### config.mk
export PLATFORM = sky130hd
export DESIGN_NAME = pipe_hazard_ctrl
export DESIGN_NICKNAME = d
export VERILOG_FILES = /design/src/rtl/pipe_ctrl_pkg.sv /design/src/rtl/fwd_select.sv /design/src/rtl/pipe_hazard_ctrl.sv
export SDC_FILE = /design/constraint.sdc
export NUM_CORES = 1
export LEC_CHECK = 0
export ABC_AREA = 1
export CAP_MARGIN = 20
export CORE_ASPECT_RATIO = 1.5
export CORE_MARGIN = 1.5
export CORE_UTILIZATION = 48
export CTS_BUF_LIST = sky130_fd_sc_hd__clkbuf_8
export DETAILED_ROUTE_END_ITERATION = 10
export GPL_ROUTABILITY_DRIVEN = 0
export PLACE_DENSITY = 0.93
export SLEW_MARGIN = 20
export SYNTH_ARGS = -nofsm -noshare
export SYNTH_HDL_FRONTEND = slang
export SYNTH_SLANG_ARGS = --single-unit
### constraint.sdc
create_clock -name clk -period 2.32 [get_ports clk]
set_input_delay 0.348 -clock clk [delete_from_list [all_inputs] [get_ports clk]]
set_output_delay 0.348 -clock clk [all_outputs]
set_load 0.02 [all_outputs]
### src/rtl/pipe_ctrl_pkg.sv
// rtl/pipe_ctrl_pkg.sv - shared constants and state encoding for the pipeline hazard controller
package pipe_ctrl_pkg;

    localparam int REG_AW_DEF = 5;

    localparam logic [1:0] FWD_REG = 2'b00;
    localparam logic [1:0] FWD_WB  = 2'b01;
    localparam logic [1:0] FWD_MEM = 2'b10;

    typedef enum logic {
        ST_RUN   = 1'b0,
        ST_STALL = 1'b1
    } hz_state_t;

endpackage

### src/rtl/fwd_select.sv
// rtl/fwd_select.sv - per-operand forwarding source select with M-over-WB priority
module fwd_select
    import pipe_ctrl_pkg::*;
#(
    parameter int REG_AW   = REG_AW_DEF,
    parameter int ZERO_REG = 1
) (
    input  logic [REG_AW-1:0] src,
    input  logic              m_reg_write,
    input  logic [REG_AW-1:0] m_dst,
    input  logic              wb_reg_write,
    input  logic [REG_AW-1:0] wb_dst,
    output logic [1:0]        fwd
);

    logic src_ok;

    // Register 0 is hardwired, so a write to it is never a real producer
    assign src_ok = !((ZERO_REG != 0) && (src == '0));

    // Youngest producer (M) wins over the older one (WB)
    always_comb begin
        fwd = FWD_REG;
        if (src_ok && m_reg_write && (m_dst == src)) begin
            fwd = FWD_MEM;
        end else if (src_ok && wb_reg_write && (wb_dst == src)) begin
            fwd = FWD_WB;
        end
    end

endmodule

### src/rtl/pipe_hazard_ctrl.sv
// rtl/pipe_hazard_ctrl.sv - load-use stall FSM, redirect flush, EX forwarding and perf counters
module pipe_hazard_ctrl
    import pipe_ctrl_pkg::*;
#(
    parameter int REG_AW     = REG_AW_DEF,
    parameter int LU_BUBBLES = 1,
    parameter int ZERO_REG   = 1,
    parameter int CNT_W      = 16
) (
    input  logic              clk,
    input  logic              rst,
    input  logic [REG_AW-1:0] id_rs,
    input  logic [REG_AW-1:0] id_rt,
    input  logic              id_use_rs,
    input  logic              id_use_rt,
    input  logic              ex_mem_read,
    input  logic [REG_AW-1:0] ex_dst,
    input  logic [REG_AW-1:0] ex_rs,
    input  logic [REG_AW-1:0] ex_rt,
    input  logic              m_reg_write,
    input  logic [REG_AW-1:0] m_dst,
    input  logic              wb_reg_write,
    input  logic [REG_AW-1:0] wb_dst,
    input  logic              redirect_req,
    output logic              pc_write,
    output logic              if_id_write,
    output logic              if_id_flush,
    output logic              id_ex_bubble,
    output logic [1:0]        fwd_a,
    output logic [1:0]        fwd_b,
    output logic [CNT_W-1:0]  stall_cycles,
    output logic [CNT_W-1:0]  flush_events
);

    localparam int BCNT_W = $clog2(LU_BUBBLES + 1);

    hz_state_t         state, state_nxt;
    logic [BCNT_W-1:0] bcnt, bcnt_nxt;
    logic              ex_dst_ok;
    logic              hz;
    logic              stall;
    logic [1:0]        fwd_a_raw, fwd_b_raw;

    assign ex_dst_ok = !((ZERO_REG != 0) && (ex_dst == '0));
    assign hz = ex_mem_read && ex_dst_ok &&
                ((id_use_rs && (id_rs == ex_dst)) || (id_use_rt && (id_rt == ex_dst)));

    // State and remaining-bubble counter
    always_ff @(posedge clk or posedge rst) begin
        if (rst) begin
            state <= ST_RUN;
            bcnt  <= '0;
        end else begin
            state <= state_nxt;
            bcnt  <= bcnt_nxt;
        end
    end

    // First bubble is issued from RUN; STALL supplies the remaining LU_BUBBLES-1
    always_comb begin
        state_nxt = state;
        bcnt_nxt  = bcnt;
        stall     = 1'b0;
        case (state)
            ST_RUN: begin
                if (hz) begin
                    stall = 1'b1;
                    if (LU_BUBBLES > 1) begin
                        state_nxt = ST_STALL;
                        bcnt_nxt  = BCNT_W'(LU_BUBBLES - 1);
                    end
                end
            end
            ST_STALL: begin
                stall    = 1'b1;
                bcnt_nxt = bcnt - BCNT_W'(1);
                if (bcnt == BCNT_W'(1)) begin
                    state_nxt = ST_RUN;
                end
            end
            default: begin
                state_nxt = ST_RUN;
                bcnt_nxt  = '0;
            end
        endcase
    end

    fwd_select #(.REG_AW(REG_AW), .ZERO_REG(ZERO_REG)) u_fwd_a (
        .src          (ex_rs),
        .m_reg_write  (m_reg_write),
        .m_dst        (m_dst),
        .wb_reg_write (wb_reg_write),
        .wb_dst       (wb_dst),
        .fwd          (fwd_a_raw)
    );

    fwd_select #(.REG_AW(REG_AW), .ZERO_REG(ZERO_REG)) u_fwd_b (
        .src          (ex_rt),
        .m_reg_write  (m_reg_write),
        .m_dst        (m_dst),
        .wb_reg_write (wb_reg_write),
        .wb_dst       (wb_dst),
        .fwd          (fwd_b_raw)
    );

    // Reset forces a frozen, bubbling pipeline; a stall masks any redirect
    always_comb begin
        pc_write     = !rst && !stall;
        if_id_write  = !rst && !stall;
        id_ex_bubble = rst || stall;
        if_id_flush  = !rst && redirect_req && (state == ST_RUN) && !stall;
        fwd_a        = rst ? FWD_REG : fwd_a_raw;
        fwd_b        = rst ? FWD_REG : fwd_b_raw;
    end

    // Saturating performance counters
    always_ff @(posedge clk or posedge rst) begin
        if (rst) begin
            stall_cycles <= '0;
            flush_events <= '0;
        end else begin
            if (!pc_write && (stall_cycles != '1)) begin
                stall_cycles <= stall_cycles + CNT_W'(1);
            end
            if (if_id_flush && (flush_events != '1)) begin
                flush_events <= flush_events + CNT_W'(1);
            end
        end
    end

endmodule

# Yosys cells after proc, flatten, opt, wreduce, memory -nomap -nowiden
# Index checks and enable logic that the tools add are counted.
dict set report op_classes {
  addsub 3
  eq_ne 8
  n_mux 10
  bitwise_logic 1
  reduce_logical 29
}
# op count
set ops {}
lappend ops {{16-bit by 1-bit adder with 16-bit output (second input constant)} 2}
lappend ops {{16-bit inequality test (second input constant)} 2}
lappend ops {{5-bit == test} 6}
lappend ops {{1-bit logical AND} 18}
lappend ops {{5-bit logical NOT} 3}
lappend ops {{2-bit two-way mux} 4}
lappend ops {{1-bit logical NOT} 6}
lappend ops {{1-bit two-way mux} 5}
lappend ops {{1-bit logical OR} 2}
lappend ops {{1-bit one-hot mux with 2 select lines} 1}
lappend ops {{1-bit inverter} 1}
lappend ops {{1-bit subtractor (second input constant)} 1}
dict set report totals {
  register_bits 34
  output_inout_bits 40
  word_cells 55
}

# Depth between registers and ports, before layout
dict set report depth {
  ltp_word 10
  ltp_mapped 12
}

# By module
# A second synthesis with hierarchy kept.
dict set report hier_totals {
  cells_unflattened 458
  area_unflattened_um2 2904.0
}
# mod n_inst cells_each area_each_um2 seq_area_each_um2
set modules_own_cells {}
lappend modules_own_cells {pipe_hazard_ctrl 1 334 2428.6 850.8}
lappend modules_own_cells {fwd_select 2 62 237.7 0.0}

# Worst setup path after synthesis
# OpenSTA, ideal clock, no wires.
dict set report synth_path {
  kind {input to output}
  start {input rst}
  end {output fwd_a[0]}
  arrival_ns 2.040
  required_time_ns 1.972
  setup_slack_ns -0.068
  stages 5
  cell_sequence {inv_1 > nand2_1 > nor3_1 > nand2_1 > nor3_1}
}
dict set report synth_between {
  elab_chain_len 1
}
# element line_no
set synth_lines {}
lappend synth_lines {{from (decl)} pipe_hazard_ctrl.sv:11} ;# input logic rst,
lappend synth_lines {{2-bit two-way mux} pipe_hazard_ctrl.sv:112} ;# fwd_a = rst ? FWD_REG : fwd_a_raw;
lappend synth_lines {{to (decl)} pipe_hazard_ctrl.sv:29} ;# output logic [1:0] fwd_a,
# Every way passes these cells.

# Final worst setup path
dict set report layout_path {
  start {input ex_rs[2]}
  end {output fwd_a[1]}
}
dict set report layout_between {
  elab_chain_len 6
  word_cells_on_any_way 7
}
# element line_no
set layout_lines {}
lappend layout_lines {{from (decl)} pipe_hazard_ctrl.sv:18} ;# input logic [REG_AW-1:0] ex_rs,
lappend layout_lines {{5-bit logical NOT} fwd_select.sv:19} ;# assign src_ok = !((ZERO_REG != 0) && (src == '0));
lappend layout_lines {{1-bit logical NOT} fwd_select.sv:19}
lappend layout_lines {{1-bit logical AND} fwd_select.sv:24} ;# if (src_ok && m_reg_write && (m_dst == src)) begin
lappend layout_lines {{1-bit logical AND *} fwd_select.sv:24}
lappend layout_lines {{2-bit two-way mux *} fwd_select.sv:24}
lappend layout_lines {{2-bit two-way mux *} pipe_hazard_ctrl.sv:112}
# Every way passes the cells marked *; elsewhere a longest branch is shown, timed or not.

==> results by group <==
Global route
  • Global Route Usage Sum: between 20% and 30%
  • GRT overflow: 0
  • Vias in the first global route: 3002
  • First-pass GRT wire length: between 10 and 15 mm
  • Largest net degree at the start of global routing: 35
  • Initial antenna violation count: 0

Placement
  • Placed cells: 557
  • HPWL Detailed: 5.654 mm
  • DP Area: around 3600 um2
  • IO Port Bufs: between 80 and 90
  • Worst slack at placement: -0.2026 ns

Finish
  • Final core occ: a little over two thirds
  • Post-route design area: around 3700 um2
  • ANT cells: 0
  • Nets: 541
  • Layout cells sized above 1: about 8.2%
  • Area grow syn2layout: 40.47%
  • Final Non-Filler Cells: 565
  • Fillers: 423

Logic synthesis
  • Synth Cell Area: approximately 2600 um2
  • Syn_area_per_cell: about 6.5 um2
  • Register area share after synthesis: between 30% and 40%
  • Synth area leader: dfrtp_1
  • Syn Inst Count: 400
  • #FFs+latches synth: 34
  • Largest cells by area after synthesis: dfrtp_1 (32%), nand2_1 (22%), nand3_1 (6.1%), nand4_1 (5.7%), inv_1 (5.6%)
  • Yosys top cell area share: around a third
  • Synth Net Count: 445
  • Library cells used by synthesis: 33
  • Synth warnings: 0

Power and ir drop
  • Comb power frac: approximately 34%
  • Clock Power Share: 24.7%
  • Worst vdd ir: 518.5 uV
  • P per Cell Area: 506.7 nW/um2
  • Switching Fraction: a little over a third
  • P_leak: ~1.8 nW
  • NetSw: 654.7 uW
  • Flop pwr share: between 40% and 50%
  • Internal Power: 1.209 mW
  • Post-route total power: 1.864 mW

Worst hold path
  • Worst Hold Launch: bcnt$_DFFE_PP0P_
  • Hold depth: 1
  • Worst Hold End: state$_DFF_PP0_
  • Hold/Removal Path Class: reg2reg

Floorplan
  • Die span in y: around 93 um
  • Initial core utilization: 50.31%
  • FP Rows: 32
  • I/O pins: 83
  • Die Area: between 5000 and 6000 um2
  • Die Wd: ~63 um
  • Core area: 5205 um2

CTS
  • H-tree Lvls: 2
  • CTS Hold Bufs: 0
  • CTS Buf Count: 5
  • CTS sink count: 34
  • Max clock buf depth: 2
  • Worst skew pair latency: 0.29 ns
  • Clk slew on worst S/H paths: ~0.06 ns
  • Root Driver: clkbuf_8
  • CTS tree: yes
  • Setup bufs post-CTS: 0

Critical path
  • Setup crit end kind: output pin
  • Crit path launch type: input port
  • CP Data Arrival Time: between 1.5 and 2 ns
  • Critical path peak fanout: 4
  • WS Path Type: in2out
  • R2R Setup Slk: 0.36 ns
  • Reg2reg end: flush_events[10]$_DFFE_PP0P_
  • R2r worst-path depth: 9
  • Worst endpoint required time: 1.97 ns
  • Worst R2R Start: flush_events[0]$_DFFE_PP0P_
  • Worst setup path start: ex_rs[2]

STA
  • RSZ-0062 raised after global routing: no
  • Max Freq: 454.0 MHz
  • Final setup margin: roughly 0.12 ns
  • Clock skew: 0.01216 ns
  • WHS: ~0.45 ns
  • Sum Neg Setup Slack: 0 ns
  • Worst slew pin tran: 0.4464 ns
  • Final Cycle Share: a little over nine tenths
  • Count of final setup violators: 0
  • Final Max Tran Viols: 0
  • Minimum clock period: between 2 and 2.5 ns
  • Fin. Hold Viols: 0
  • Slew headroom: 70.24%

Run status
  • Outcome: finished, final reports clean

Drt
  • DR iter-0 viols: ~270
  • Drt total wl: ~7.3 mm
  • WL/cell: about 13 um
  • Drt first pass iters: 4
  • ANT nets after route: 0
  • Drt via density: approximately 5.3
  • DRC violations left: 0
  • Via Count: ~3000

Flow run
  • Max_cap viols: 0
## cell families after synthesis
| family | share of synthesized area (%) |
|---|---|
| AO/OA/AOI/OAI | 2.819 |
| buffers and inverters | 8.361 |
| flip-flops | 32.49 |
| adder cells (fa/ha/maj) | 0.9554 |
| XOR/XNOR | 9.030 |
| AND/OR/NAND/NOR | 46.35 |
## cells in the final DEF, fill, tap and decap left out
| cell type | instances |
|---|---|
| a211oi_1 | 1 |
| a21oi_1 | 1 |
| a21oi_2 | 1 |
| and3_1 | 1 |
| buf_4 | 15 |
| clkbuf_2 | 3 |
| clkbuf_8 | 6 |
| clkdlybuf4s15_1 | 2 |
| clkdlybuf4s50_1 | 74 |
| clkinv_1 | 1 |
| clkinv_2 | 1 |
| clkinvlp_4 | 2 |
| dfrtp_1 | 34 |
| dlygate4sd1_1 | 1 |
| dlygate4sd2_1 | 2 |
| ha_1 | 2 |
| inv_1 | 38 |
| inv_2 | 6 |
| nand2_1 | 150 |
| nand3_1 | 32 |
| nand3_4 | 2 |
| nand3b_1 | 4 |
| nand4_1 | 24 |
| nand4_4 | 1 |
| nor2_1 | 37 |
| nor2_2 | 2 |
| nor3_1 | 15 |
| nor3_4 | 1 |
| nor4_1 | 1 |
| o2111ai_1 | 1 |
| o211ai_1 | 1 |
| o21ai_0 | 5 |
| o21ai_1 | 1 |
| o22ai_1 | 1 |
| or2_2 | 1 |
| xnor2_1 | 11 |
| xor2_1 | 16 |
## sequential cells by signal, indices dropped and copies added (netlist names)
register and flops:
state 1, stall_cycles 16, flush_events 16, bcnt 1
## per-layer routing
layer  global-route usage, %  part of all wire [%]  routed length [um]  vias to the layer above
met1                   28.04                    36                2650                     1366
met4                   14.67                   4.0                 291                        0
met2                   50.62                    55                4011                      147
met3                   3.730                   5.3                 391                       28
met5                       0                     0                   0                        -
li1                        -                     -                   -                     1478
## synth_stat cells, drive strengths merged
cell type and count:
o22ai 1, or2 1, clkinv 1, nand3b 4
nand3 34, a211oi 1, nor3 16, nand2 150
o21ai 6, a21oi 2, dfrtp 34, o211ai 1
xnor2 11, clkbuf 2, and3 1, o2111ai 1
nor2 39, buf 6, nand4 25, nor4 1
xor2 16, inv 45, ha 2
## worst max-delay path by stage
stage               end  slack (ns)  cells after the start
4_1_cts        pc_write        0.06                     11
3_5_place_dp   pc_write       -0.20                      9
6_report       fwd_a[1]        0.12                      7
5_1_grt        fwd_a[1]       0.005                      8
2_1_floorplan  pc_write        0.22                      5
3_3_place_gp   pc_write       -0.17                      9
## worst max-delay path, stage by stage
cell             delay (ns)
clkdlybuf4s50_1        0.55
nor3_1                 0.07
nand3_1                0.10
nand4_1                0.11
buf_4                  0.15
nor3_1                 0.19
dlygate4sd1_1          0.34
## layout make-up
| class | count | area [um2] | area share [%] |
|---|---|---|---|
| well taps | 68 | 85.08 | 2.313 |
| flip-flops and latches | 34 | 850.8 | 23.13 |
| repair buffers | 97 | 914.6 | 24.86 |
| multi-input cells | 312 | 1556 | 42.31 |
| inverters | 46 | 176.4 | 4.796 |
| clock inverters | 2 | 12.51 | 0.3401 |
| clock buffers | 6 | 82.58 | 2.245 |
## timing repair
item                       CTS  global route
resized for setup            8            11
setup endpoints to repair    8             6
pin swaps                    0             0
hold endpoints to repair     0             0
## power groups by stage
stage | Combinational [mW] | Sequential [mW] | Clock [mW]
after CTS | 0.637 | 0.764 | 0.469
after global placement | 0.618 | 0.770 | 0
final | 0.635 | 0.768 | 0.461
after global routing | 0.695 | 0.778 | 0.495
after detailed placement | 0.637 | 0.774 | 0
after floorplan | 0.251 | 0.841 | 0
Power figures use the tool's default switching activity.
==> patch, RTL diff (same flow settings) <==
`ZERO_REG` is set to 1 in 2 places; all go to 0.
--- a/src/rtl/fwd_select.sv
+++ b/src/rtl/fwd_select.sv
@@ -3,7 +3,7 @@
     import pipe_ctrl_pkg::*;
 #(
     parameter int REG_AW   = REG_AW_DEF,
-    parameter int ZERO_REG = 1
+    parameter int ZERO_REG = 0
 ) (
     input  logic [REG_AW-1:0] src,
     input  logic              m_reg_write,
--- a/src/rtl/pipe_hazard_ctrl.sv
+++ b/src/rtl/pipe_hazard_ctrl.sv
@@ -4,7 +4,7 @@
 #(
     parameter int REG_AW     = REG_AW_DEF,
     parameter int LU_BUBBLES = 1,
-    parameter int ZERO_REG   = 1,
+    parameter int ZERO_REG   = 0,
     parameter int CNT_W      = 16
 ) (
     input  logic              clk,
Function: changed (Yosys sat finds a counterexample within 4 cycles, from zero or initial values and one cycle with rst high).
==> patch against the original RTL <==
  * Total power fell by 2.9%
  * Area after synthesis fell by 2.5%
  * Routed wire length shrank 0.79%
  * Sequential share of layout area rose by 0.48 points
  * Sequential cell count did not move
  * Worst setup slack worse by 0.022 ns
  * Clock power fell by 13%
  * Cell count is 3.4% lower
  * Count of clock-buffer cells in the layout decreased by 1
  * Final area fell by 2.0%
  * Die area down 2.4%
  * Via count shrank 4.9%
  * Largest power group unchanged
==> patch: results (changes against the original RTL) <==
Run status
  – Status: completed (unchanged)

Power and ir drop
  – Peak supply drop: 467 µV (was 518 µV)
  – Sequential power: 0.000766 W (was 0.000768 W)
  – P_comb: 0.000644 W (was 0.000635 W)
  – Switching part of the total: 0.353 (was 0.351)
  – Leakage: 1.77 nW (about the same)

Global route
  – First-pass GRT wire length: 11800 µm (was 12700 µm)
  – Largest net degree at the start of global routing: 21 (was 35)
  – Antenna violations before repair: 0 (unchanged)
  – Number of global-route vias before repair: 2806 (was 3002)
  – Tot GR Track Use: 0.248 (was 0.268)

Finish
  – Share of layout cells above drive strength 1: 0.0858 (was 0.0825)
  – Ant diodes: 0 (unchanged)
  – Total Nets Final: 523 (was 541)
  – Largest registers: flush_events (16), stall_cycles (16) (unchanged)
  – Filler instances: 437 (was 423)

Logic synthesis
  – Mapped Nets: 427 (was 445)
  – Cell count after synthesis: 382 (was 400)
  – Synth top area cells: dfrtp_1 33%, nand2_1 20%, xor2_1 7.5% (was dfrtp_1 32%, nand2_1 22%, nand3_1 6.1%)
  – Sequential share of the synthesized area: 0.333 (was 0.325)
  – Synth Warn #: 0 (unchanged)
  – Post-synth top cells: 136 x nand2_1, 47 x inv_1, 34 x dfrtp_1 (was 150 x nand2_1, 39 x inv_1, 37 x nor2_1)
  – Post-synth cell types: 29 (was 33)
  – Most used DFF post-synth: dfrtp_1 (unchanged)

STA
  – Slew @ Worst Pin: 0.714 ns (was 0.446 ns)
  – Final setup violation count: 0 (unchanged)
  – Max Fclk: 449 MHz (was 454 MHz)
  – Clk_skew: 0.00470 ns (was 0.0122 ns)

Worst setup path
  – Critical Path Sink: fwd_b[1] (was fwd_a[1])
  – R2R Setup Slk: 0.18 ns (was 0.36 ns)
  – CP max FO: 2 (was 4)
  – Worst Setup SP: m_dst[4] (was ex_rs[2])
  – Worst r2r dst: flush_events[7] (was flush_events[10])
  – CP Data Arrival Time: 1.88 ns (was 1.85 ns)

Route
  – Initial DRC Count: 224 (was 274)
  – Wire length per cell: 13.3 µm (was 13.0 µm)
  – Total Routed Length: 7290 µm (was 7350 µm)
  – Initial DRT Pass Iterations: 4 (unchanged)
  – Via count: 2870 (was 3019)

Clocking
  – Worst-path clk slew: 0.07 ns
  – Clk Tree Root Cell: clkbuf_8 (unchanged)
  – # Post-CTS Setup Buffers: 0 (unchanged)
  – Clk buf depth: 2 (unchanged)
  – H-Tree Depth: 2 (unchanged)
  – CTS Buf Count: 5 (unchanged)

Hold path
  – Hold WC Path Type: in2async (was reg2reg)

Place
  – Placed instance count: 539 (was 557)
  – Port-buffer cells: 82 (unchanged)
  – Hpwl dp: 5630 µm (was 5650 µm)
  – Placed Area: 3520 µm² (was 3590 µm²)
==> patch: layout make-up <==
cell class	count	area [µm²]	share of cell area
Clock buffer	5	68.8	0.0191
Clock inverter	2	7.51	0.00208
Inverter	48	180	0.0500
Multi-Input combinational cell	291	1500	0.417
Sequential cell	34	851	0.236
Tap cell	68	85.1	0.0236
Timing Repair Buffer	98	910	0.252
==> patch: per-layer routing <==
layer  vias to the layer above  global-route usage  wire [µm]
met4                         0               0.107        153
li1                       1414                   -          -
met1                      1347               0.243       2600
met2                        95               0.503       4240
met5                         -                   0          0
met3                        14              0.0352        289
==> patch: logic make-up (layout without fill, tap and decap cells) <==
logic type | Yosys count | in the layout | share of synthesized area
simple gates | 243 | 243 | 0.421
buf+inv | 57 | 153 | 0.0921
fa+ha+maj | 2 | 2 | 0.00980
compound gates | 14 | 14 | 0.0338
xor+xnor | 32 | 32 | 0.110
flops | 34 | 34 | 0.333
==> patch: worst max-delay path, stage by stage <==
cell and delay (ns):
clkdlybuf4s50_1 0.44, buf_4 0.15, xor2_1 0.13, nor3_1 0.21
nand3_1 0.15, nor2_1 0.10, dlygate4sd2_1 0.34
==> patch: metrics by stage <==
| step | setup slack, ns | hold WS [ns] | utilization | total power, W |
|---|---|---|---|---|
| finish | 0.0953 | 0.439 | 0.703 | 0.00181 |
| detailed placement | -0.277 | 0.450 | 0.688 | 0.00142 |
| CTS | 0.00581 | 0.442 | 0.703 | 0.00182 |
| global placement | -0.181 | 0.429 | 0.688 | 0.00139 |
| floorplan | 0.0189 | 0.423 | - | 0.00110 |
| global route | 0.00475 | 0.476 | 0.703 | 0.00192 |
==> patch: timing repair <==
item,in CTS,in global routing
resized for setup,11,18
setup endpoints to repair,8,21
pin swaps,0,2
